`config.mk`:
```
export PLATFORM = sky130hd
export DESIGN_NAME = hamming_rx_decoder
export DESIGN_NICKNAME = d
export VERILOG_FILES = /design/src/rtl/hamming_pkg.sv /design/src/rtl/secded_decode.sv /design/src/rtl/hamming_rx_decoder.sv
export SDC_FILE = /design/constraint.sdc
export NUM_CORES = 1
export LEC_CHECK = 0
export CAP_MARGIN = 15
export CORE_MARGIN = 4
export CORE_UTILIZATION = 50
export CTS_BUF_LIST = sky130_fd_sc_hd__clkbuf_4 sky130_fd_sc_hd__clkbuf_8 sky130_fd_sc_hd__clkbuf_16
export CTS_CLUSTER_DIAMETER = 120
export DETAILED_ROUTE_END_ITERATION = 6
export HOLD_SLACK_MARGIN = 0.02
export PLACE_DENSITY_LB_ADDON = 0.15
export SKIP_CTS_REPAIR_TIMING = 1
export SYNTH_ARGS = -nofsm -noshare
export SYNTH_HDL_FRONTEND = slang
export SYNTH_SLANG_ARGS = --single-unit
```
`constraint.sdc`:
```
create_clock -name clk -period 5 [get_ports clk]
set_clock_uncertainty 0.05 [all_clocks]
set_input_delay 1.5 -clock clk [delete_from_list [all_inputs] [get_ports clk]]
set_output_delay 1.5 -clock clk [all_outputs]
set_load 0.01 [all_outputs]
```
`src/rtl/hamming_pkg.sv`:
```
// Shared SECDED (16,11) definitions used by the receive decoder and the transmit encoder.
//
// Contents:
//   state_e        - receive decoder FSM states
//   NO_ERR/ONE_ERR/TWO_ERR - 2-bit error flag encodings written alongside decoded data
//   P*_POS         - parity bit positions inside the 16-bit codeword
//   GROUP_MASK[j]  - codeword bits whose index has bit j set (parity group j)
//   extract_data   - pull b11..b1 out of a codeword
//   secded_encode  - build a codeword from an 11-bit message
package hamming_pkg;

   typedef enum logic [2:0] {
      StIdle,
      StRdLo,
      StRdHi,
      StDecode,
      StWrLo,
      StWrHi,
      StDone
   } state_e;

   localparam logic [1:0] NO_ERR  = 2'b00;
   localparam logic [1:0] ONE_ERR = 2'b01;
   localparam logic [1:0] TWO_ERR = 2'b10;

   // Bit 0 is the overall parity, Hamming parity bits sit at the power-of-two positions.
   localparam int unsigned P0_POS = 0;
   localparam int unsigned P1_POS = 1;
   localparam int unsigned P2_POS = 2;
   localparam int unsigned P4_POS = 4;
   localparam int unsigned P8_POS = 8;

   localparam logic [3:0][15:0] GROUP_MASK = {16'hFF00, 16'hF0F0, 16'hCCCC, 16'hAAAA};

   // Data b1..b11 live at positions 3, 5, 6, 7, 9..15 (b1 is the LSB of the result).
   function automatic logic [10:0] extract_data(input logic [15:0] cw);
      return {cw[15:9], cw[7:5], cw[3]};
   endfunction

   function automatic logic [15:0] secded_encode(input logic [10:0] d);
      logic [15:0] cw;
      cw       = '0;
      cw[15:9] = d[10:4];
      cw[7:5]  = d[3:1];
      cw[3]    = d[0];
      // Parity positions are still zero here, so each group XOR only sees data bits.
      cw[P1_POS] = ^(cw & GROUP_MASK[0]);
      cw[P2_POS] = ^(cw & GROUP_MASK[1]);
      cw[P4_POS] = ^(cw & GROUP_MASK[2]);
      cw[P8_POS] = ^(cw & GROUP_MASK[3]);
      cw[P0_POS] = ^cw;
      return cw;
   endfunction

endpackage

```
`src/rtl/secded_decode.sv`:
```
// Combinational SECDED (16,11) decoder.
//
// Ports:
//   cw    - 16-bit received codeword (bit k = Hamming position k, bit 0 = overall parity)
//   data  - corrected message b11..b1 (uncorrected on a double error)
//   flags - NO_ERR, ONE_ERR (bit corrected) or TWO_ERR (detected, not corrected)
module secded_decode
   import hamming_pkg::*;
(
   input  logic [15:0] cw,
   output logic [10:0] data,
   output logic [1:0]  flags
);

   logic [3:0]  syn;
   logic        par;
   logic [15:0] fixed;

   always_comb begin
      syn = '0;
      for (int j = 0; j < 4; j++) begin
         syn[j] = ^(cw & GROUP_MASK[j]);
      end
      par   = ^cw;
      fixed = cw;
      flags = NO_ERR;
      if (par) begin
         // Odd overall parity: one flipped bit at position syn (syn == 0 means p0 itself).
         fixed[syn] = ~cw[syn];
         flags      = ONE_ERR;
      end else if (syn != 4'd0) begin
         flags = TWO_ERR;
      end
      data = extract_data(fixed);
   end

endmodule

```
`src/rtl/hamming_rx_decoder.sv`:
```
// Receive-side SECDED decoder: reads NUM_MSG two-byte codewords from SRC_BASE, decodes each
// and writes two result bytes per message to DST_BASE, then raises done.
//
// Ports:
//   clk      - clock, rising edge
//   init_n   - asynchronous active-low reset
//   start    - run request, honoured in idle and done
//   raddr    - memory read address; data_out is the combinational read data
//   waddr    - memory write address; data_in is the write data, write_en the store strobe
//   done     - run complete, held until the next start
module hamming_rx_decoder
   import hamming_pkg::*;
#(
   parameter int unsigned W          = 8,
   parameter int unsigned BYTE_COUNT = 256,
   parameter int unsigned SRC_BASE   = 30,
   parameter int unsigned DST_BASE   = 0,
   parameter int unsigned NUM_MSG    = 15
) (
   input  logic         clk,
   input  logic         init_n,
   input  logic         start,
   output logic [7:0]   raddr,
   input  logic [W-1:0] data_out,
   output logic [7:0]   waddr,
   output logic [W-1:0] data_in,
   output logic         write_en,
   output logic         done
);

   localparam int unsigned AW = (BYTE_COUNT > 1) ? $clog2(BYTE_COUNT) : 1;
   // Addresses wrap inside the memory; the 8-bit ports cap that at 256 bytes.
   localparam logic [7:0] ADDR_MASK = (AW >= 8) ? 8'hFF : 8'((1 << AW) - 1);
   localparam int unsigned IW = (NUM_MSG > 1) ? $clog2(NUM_MSG) : 1;
   localparam logic [IW-1:0] LAST_IDX = IW'(NUM_MSG - 1);
   localparam logic [7:0] SRC_B = 8'(SRC_BASE);
   localparam logic [7:0] DST_B = 8'(DST_BASE);

   state_e        state_q, state_d;
   logic [IW-1:0] idx_q, idx_d;
   logic [15:0]   cw_q, cw_d;
   logic [12:0]   res_q, res_d;  // {flags, data[10:0]}
   logic          done_q;

   logic [10:0] dec_data;
   logic [1:0]  dec_flags;
   logic [7:0]  offset;

   secded_decode u_decode (
      .cw    (cw_q),
      .data  (dec_data),
      .flags (dec_flags)
   );

   assign offset = 8'({idx_q, 1'b0});

   always_comb begin
      state_d  = state_q;
      idx_d    = idx_q;
      cw_d     = cw_q;
      res_d    = res_q;
      raddr    = '0;
      waddr    = '0;
      data_in  = '0;
      write_en = 1'b0;
      unique case (state_q)
         StIdle: begin
            if (start) begin
               idx_d   = '0;
               state_d = StRdLo;
            end
         end
         StRdLo: begin
            raddr      = (SRC_B + offset) & ADDR_MASK;
            cw_d[7:0]  = data_out[7:0];
            state_d    = StRdHi;
         end
         StRdHi: begin
            raddr      = (SRC_B + offset + 8'd1) & ADDR_MASK;
            cw_d[15:8] = data_out[7:0];
            state_d    = StDecode;
         end
         StDecode: begin
            res_d   = {dec_flags, dec_data};
            state_d = StWrLo;
         end
         StWrLo: begin
            write_en = 1'b1;
            waddr    = (DST_B + offset) & ADDR_MASK;
            data_in  = W'(res_q[7:0]);
            state_d  = StWrHi;
         end
         StWrHi: begin
            write_en = 1'b1;
            waddr    = (DST_B + offset + 8'd1) & ADDR_MASK;
            data_in  = W'({res_q[12:11], 3'b000, res_q[10:8]});
            if (idx_q == LAST_IDX) begin
               state_d = StDone;
            end else begin
               idx_d   = idx_q + 1'b1;
               state_d = StRdLo;
            end
         end
         StDone: begin
            if (start) begin
               idx_d   = '0;
               state_d = StRdLo;
            end
         end
         default: state_d = StIdle;
      endcase
   end

   always_ff @(posedge clk or negedge init_n) begin
      if (!init_n) begin
         state_q <= StIdle;
         idx_q   <= '0;
         cw_q    <= '0;
         res_q   <= '0;
         done_q  <= 1'b0;
      end else begin
         state_q <= state_d;
         idx_q   <= idx_d;
         cw_q    <= cw_d;
         res_q   <= res_d;
         done_q  <= (state_d == StDone);
      end
   end

   assign done = done_q;

endmodule

```
==> impl_metrics.toml, run 1 <==
[status]
status = "finished clean"

[critical_path]
crit_chain = "nand2b_1 -> a21o_1 -> a21oi_1 -> clkdlybuf4s50_1"
rrSetupSlack_ns = 2.25
endpoint_kind = "output pin"
r2r-end = "res_q[0]$_DFFE_PN0N_"
cp.required_ns = 3.45
critical_path.max_stage_delay_ns = 0.69
startpoint_type = "register"
path_buf_inv = 1
worst_r2r_path_depth = 7
crit_family = "flip-flops"
r2r-start = "cw_q[3]$_DFFE_PN0P_"
cp.arrival_ns = 2.07
critical_path_class = "reg -> out"
cp_slowest_cell = "dfrtp_1"
crit_fanout = 15

[drt]
viasPerCell = 5.58
met1_length_mm = 2.54
ant_nets = 0
wl_mm = 5.12
drcViolationCount = 0
dr.pass1.iters = 4
vias = 1874
post_drt_wl_per_cell_um = 15.2
met2WireLength_mm = 2.41
routed.top_layer = "met4"
drtIter0Drc = 115
routed-wl-met3_um = 137

[timing]
fin_setup_tns_ns = 0
slew_headroom_pct = 45.7
hold_viol = 0
fmax_ghz = 0.277
min_period_ns = 3.62
maxSlewViolCount = 0
fin_crit_sh_pct = 72.3
worstMarginPinSlew_ns = 0.815
setup_viol = 0
rsz0062_at_grt = "false"

[yosys]
ys_seq_elements = 37
syn_inst = 251
synth_edf_count = 0
synth_flop_cell = "dfrtp_1"
async_flop_share_pct = 100
syn-cell-area_sq_um = 2410
avgSynthCellArea_sq_um = 9.59
synth_cell_types = 41
ys_warn_count = 0
synth-seq-area-share_pct = 38.5

[clock_network]
insertion_delay_ns = 0.29
cts.sinks = 37
cts_tree = "done"
cts_root_buf = "clkbuf_8"
cts_buffers = 5
clk_pin_slew_ns = 0.08
htreeDepth = 2
clockBufferDepth = 2

[worst_hold_path]
hold_path_class = "reg -> reg"
holdPathEnd = "res_q[12]$_DFFE_PN0N_"
worstHoldPathCells = 2
hold_path.startpoint = "res_q[12]$_DFFE_PN0N_"

[global_route]
track_usage_pct = 18.2
grt_pass1_vias = 1750
grt_max_degree = 38
overflow = 0
antenna_found_initial = 0
grt_pass1_wl_mm = 8.73

[floorplan]
rows = 24
num_io_pins = 37
fp.dieH_um = 77.4
die_area_sq_um = 5990
coreArea_sq_um = 4500
start_util_pct = 53.4
dieWidth_um = 77.4

[finish]
nets = 297
stdcell_area_sq_um = 2830
area_delta_synth_final_pct = 17.4
layout-drive-gt1-share_pct = 14.4
diodes = 0
fill_cells = 395

[placed_design]
port_buffers = 31
postPlaceCellArea_sq_um = 2740
dpl.hpwl_mm = 3.90
gp_congestion = 0.836

[job]
max-cap-violations = 0
-- cell type report --
cell class / instances / area (sq um) / share of cell area [%]
Timing Repair Buffer: 32 / 313 / 11.1
Multi-Input combinational cell: 202 / 1420 / 50.2
Sequential cell: 37 / 926 / 32.8
Clock inverter: 3 / 17.5 / 0.620
Tap cell: 52 / 65.1 / 2.30
Inverter: 5 / 18.8 / 0.664
Clock buffer: 5 / 68.8 / 2.43
-- cells in the final DEF (no fill, tap or decap), types with 4 or more instances in the layout --
cell / count
o21ai_0: 7
a22oi_1: 5
nand2b_1: 4
conb_1: 5
a2bb2oi_1: 8
mux2i_1: 5
nor2_1: 37
nand2_1: 30
clkbuf_8: 5
mux2_2: 17
xnor2_1: 23
inv_1: 5
xor2_1: 8
and2_1: 6
clkdlybuf4s50_1: 30
o21ai_1: 9
dfrtp_1: 37
-- worst max-delay path by stage --
stage,start,endpoint,slack (ns),depth (start not counted)
6_report,state_q[0]$_DFF_PN0_,raddr[5],1.38,4
3_3_place_gp,state_q[0]$_DFF_PN0_,raddr[5],1.76,4
4_1_cts,state_q[0]$_DFF_PN0_,raddr[5],1.38,4
3_5_place_dp,state_q[0]$_DFF_PN0_,raddr[5],1.69,4
5_1_grt,state_q[0]$_DFF_PN0_,raddr[5],1.27,4
2_1_floorplan,state_q[2]$_DFF_PN0_,raddr[0],2.34,3
-- cell families (layout without fill, tap and decap cells) --
logic type      after synthesis  after routing  share of synthesized area, %
simple gates                 92             92                          17.2
compound gates               44             44                          13.5
flops                        37             37                          38.5
xor+xnor                     32             32                          12.0
mux                          26             26                          13.9
buf+inv                      16             45                          3.27
fa+ha+maj                     3              3                          1.56
other cells                   1              5                         0.156
-- registers in the layout (all words and copies together) (netlist names) --
signal and flops:
idx_q 4, res_q 13, done 1, cw_q 16, state_q 3
-- synth_stat cells, types with 6 or more instances --
| cell type | instances | area (sq um) |
|---|---|---|
| a2bb2oi_1 | 8 | 70.1 |
| and2_1 | 6 | 37.5 |
| dfrtp_1 | 37 | 926 |
| mux2_2 | 17 | 191 |
| nand2_1 | 30 | 113 |
| nor2_1 | 37 | 139 |
| o21ai_0 | 7 | 35.0 |
| o21ai_1 | 9 | 45.0 |
| xnor2_1 | 23 | 201 |
| xor2_1 | 8 | 70.1 |
-- stage by stage --
stage	std cells	util [%]	setup slack, ns	hold WS (ns)
6_report	336	62.7	1.38	0.450
5_1_grt	336	62.7	1.27	0.485
4_1_cts	336	62.7	1.38	0.447
3_5_place_dp	328	60.8	1.69	0.431
3_3_place_gp	328	60.8	1.76	0.423
2_1_floorplan	255	-	2.34	0.400
-- tightest hold or removal path: cells and delay by family (launching register included) --
| kind | cells | cell delay (ns) |
|---|---|---|
| simple gates | 1 | 0.05 |
| flops | 1 | 0.36 |
| compound gates | 1 | 0.06 |
-- metal layers --
layer | GRT usage, % | vias up
met4 | 4.80 | 0
met5 | 0 | -
met2 | 28.0 | 29
li1 | - | 919
met1 | 26.6 | 924
met3 | 3.47 | 2
Power of run 1 is left out: the tool's default activity adds up to more than one toggle a clock period on the data nets, which glitch-free logic cannot reach.
==> run 2, diff against run 1 <==
- clock period: 5 -> 3.8 ns (I/O delays scaled with it)
==> impl_metrics.toml, run 2 (synthesis gave the netlist of run 1 again) <==
[critical_path]
crit_chain = "nand2b_1 -> a21o_1 -> a21oi_1 -> clkdlybuf4s50_1"
rrSetupSlack_ns = 1.04
cp_slowest_cell = "dfrtp_1"
endpoint_kind = "output pin"
cp.arrival_ns = 2.12
worst_r2r_path_depth = 7
cp.required_ns = 2.61
critical_path.max_stage_delay_ns = 0.69
startpoint_type = "register"
r2r-start = "cw_q[3]$_DFFE_PN0P_"
crit_fanout = 15
critical_path_class = "reg -> out"
crit_family = "flip-flops"
path_buf_inv = 1
r2r-end = "res_q[0]$_DFFE_PN0N_"

[clock_network]
htreeDepth = 2
cts_buffers = 5
cts_tree = "done"
clk_pin_slew_ns = 0.07
insertion_delay_ns = 0.29
cts_root_buf = "clkbuf_8"
cts.sinks = 37
clockBufferDepth = 2

[global_route]
antenna_found_initial = 0
grt_pass1_vias = 1824
track_usage_pct = 18.3
grt_pass1_wl_mm = 8.88
grt_max_degree = 38
overflow = 0

[timing]
fin_crit_sh_pct = 87.0
fin_setup_tns_ns = 0
rsz0062_at_grt = "false"
maxSlewViolCount = 0
worstMarginPinSlew_ns = 0.817
hold_viol = 0
min_period_ns = 3.31
fmax_ghz = 0.303
setup_ws_ns = 0.495
setup_viol = 0
whs_ns = 0.441
slew_headroom_pct = 45.5

[drt]
drtIter0Drc = 163
ant_nets = 0
vias = 1825
wl_mm = 5.09
post_drt_wl_per_cell_um = 15.2
drcViolationCount = 0
viasPerCell = 5.43
dr.pass1.iters = 4

[finish]
largest_reg_flops = 16
fill_cells = 398
final_cell_mix = "nor2_1 (37), dfrtp_1 (37), nand2_1 (30), clkdlybuf4s50_1 (30), xnor2_1 (23)"
diodes = 0
layout-drive-gt1-share_pct = 14.4
max_flop_register = "cw_q"
nets = 297
reg_top3 = "cw_q: 16 flops, res_q: 13 flops, idx_q: 4 flops"
final-seq-area_sq_um = 926
multi_input_area_sq_um = 1420
area_delta_synth_final_pct = 18.8
stdcell_area_sq_um = 2860

[worst_hold_path]
holdPathEnd = "res_q[12]$_DFFE_PN0N_"
hold_path_class = "reg -> reg"
worstHoldPathCells = 2
hold_path.startpoint = "res_q[12]$_DFFE_PN0N_"

[placed_design]
port_buffers = 31
postPlaceCellArea_sq_um = 2740
gp_congestion = 0.832
dpl.hpwl_mm = 3.96
pre_cts_ws_ns = 0.824

[status]
status = "finished clean"

[floorplan]
start_util_pct = 53.4
coreArea_sq_um = 4500
num_io_pins = 37
fp.dieH_um = 77.4
rows = 24
dieWidth_um = 77.4
die_area_sq_um = 5990

[job]
max-cap-violations = 0
[run 2: through the flow]
step,utilization (%),instances
after floorplan,-,255
after global placement,60.8,328
after detailed placement,60.8,328
after CTS,63.5,336
after global routing,63.5,336
final,63.5,336
[run 2: area by class of cell]
type | instances | area share, %
multi-input cells | 202 | 49.6
repair buffers | 32 | 10.9
flip-flops and latches | 37 | 32.4
inverters | 5 | 0.656
clock buffers | 7 | 3.15
well taps | 52 | 2.27
clock inverters | 1 | 1.05
[run 2: worst register-to-register path, cell delays in order (launching register included)]
cell and delay, ns:
dfrtp_1 0.45, xnor2_1 0.40, xnor2_1 0.23, xor2_1 0.47
mux4_2 0.58, a22oi_2 0.17, nand2_2 0.15, o21ai_1 0.17
[run 2: how the worst max path moves through the flow]
| stage | startpoint | to | slack, ns | cells after the start |
|---|---|---|---|---|
| after floorplan | cw_q[15]$_DFFE_PN0N_ | res_q[0]$_DFFE_PN0N_ | 1.42 | 7 |
| after global placement | state_q[0]$_DFF_PN0_ | raddr[5] | 0.91 | 4 |
| after detailed placement | state_q[0]$_DFF_PN0_ | raddr[5] | 0.82 | 4 |
| after CTS | state_q[0]$_DFF_PN0_ | raddr[5] | 0.50 | 4 |
| after global routing | state_q[0]$_DFF_PN0_ | raddr[5] | 0.40 | 4 |
| final | state_q[0]$_DFF_PN0_ | raddr[5] | 0.49 | 4 |
[run 2: routing by layer]
layer  vias up  track usage, %  share of wire [%]
met5         -               0                  0
met3         7            3.70                4.3
met4         0            5.87                1.4
met2        45            29.3                 47
met1       861            25.1                 47
li1        912               -                  -
Power of run 2 is left out for the same reason.
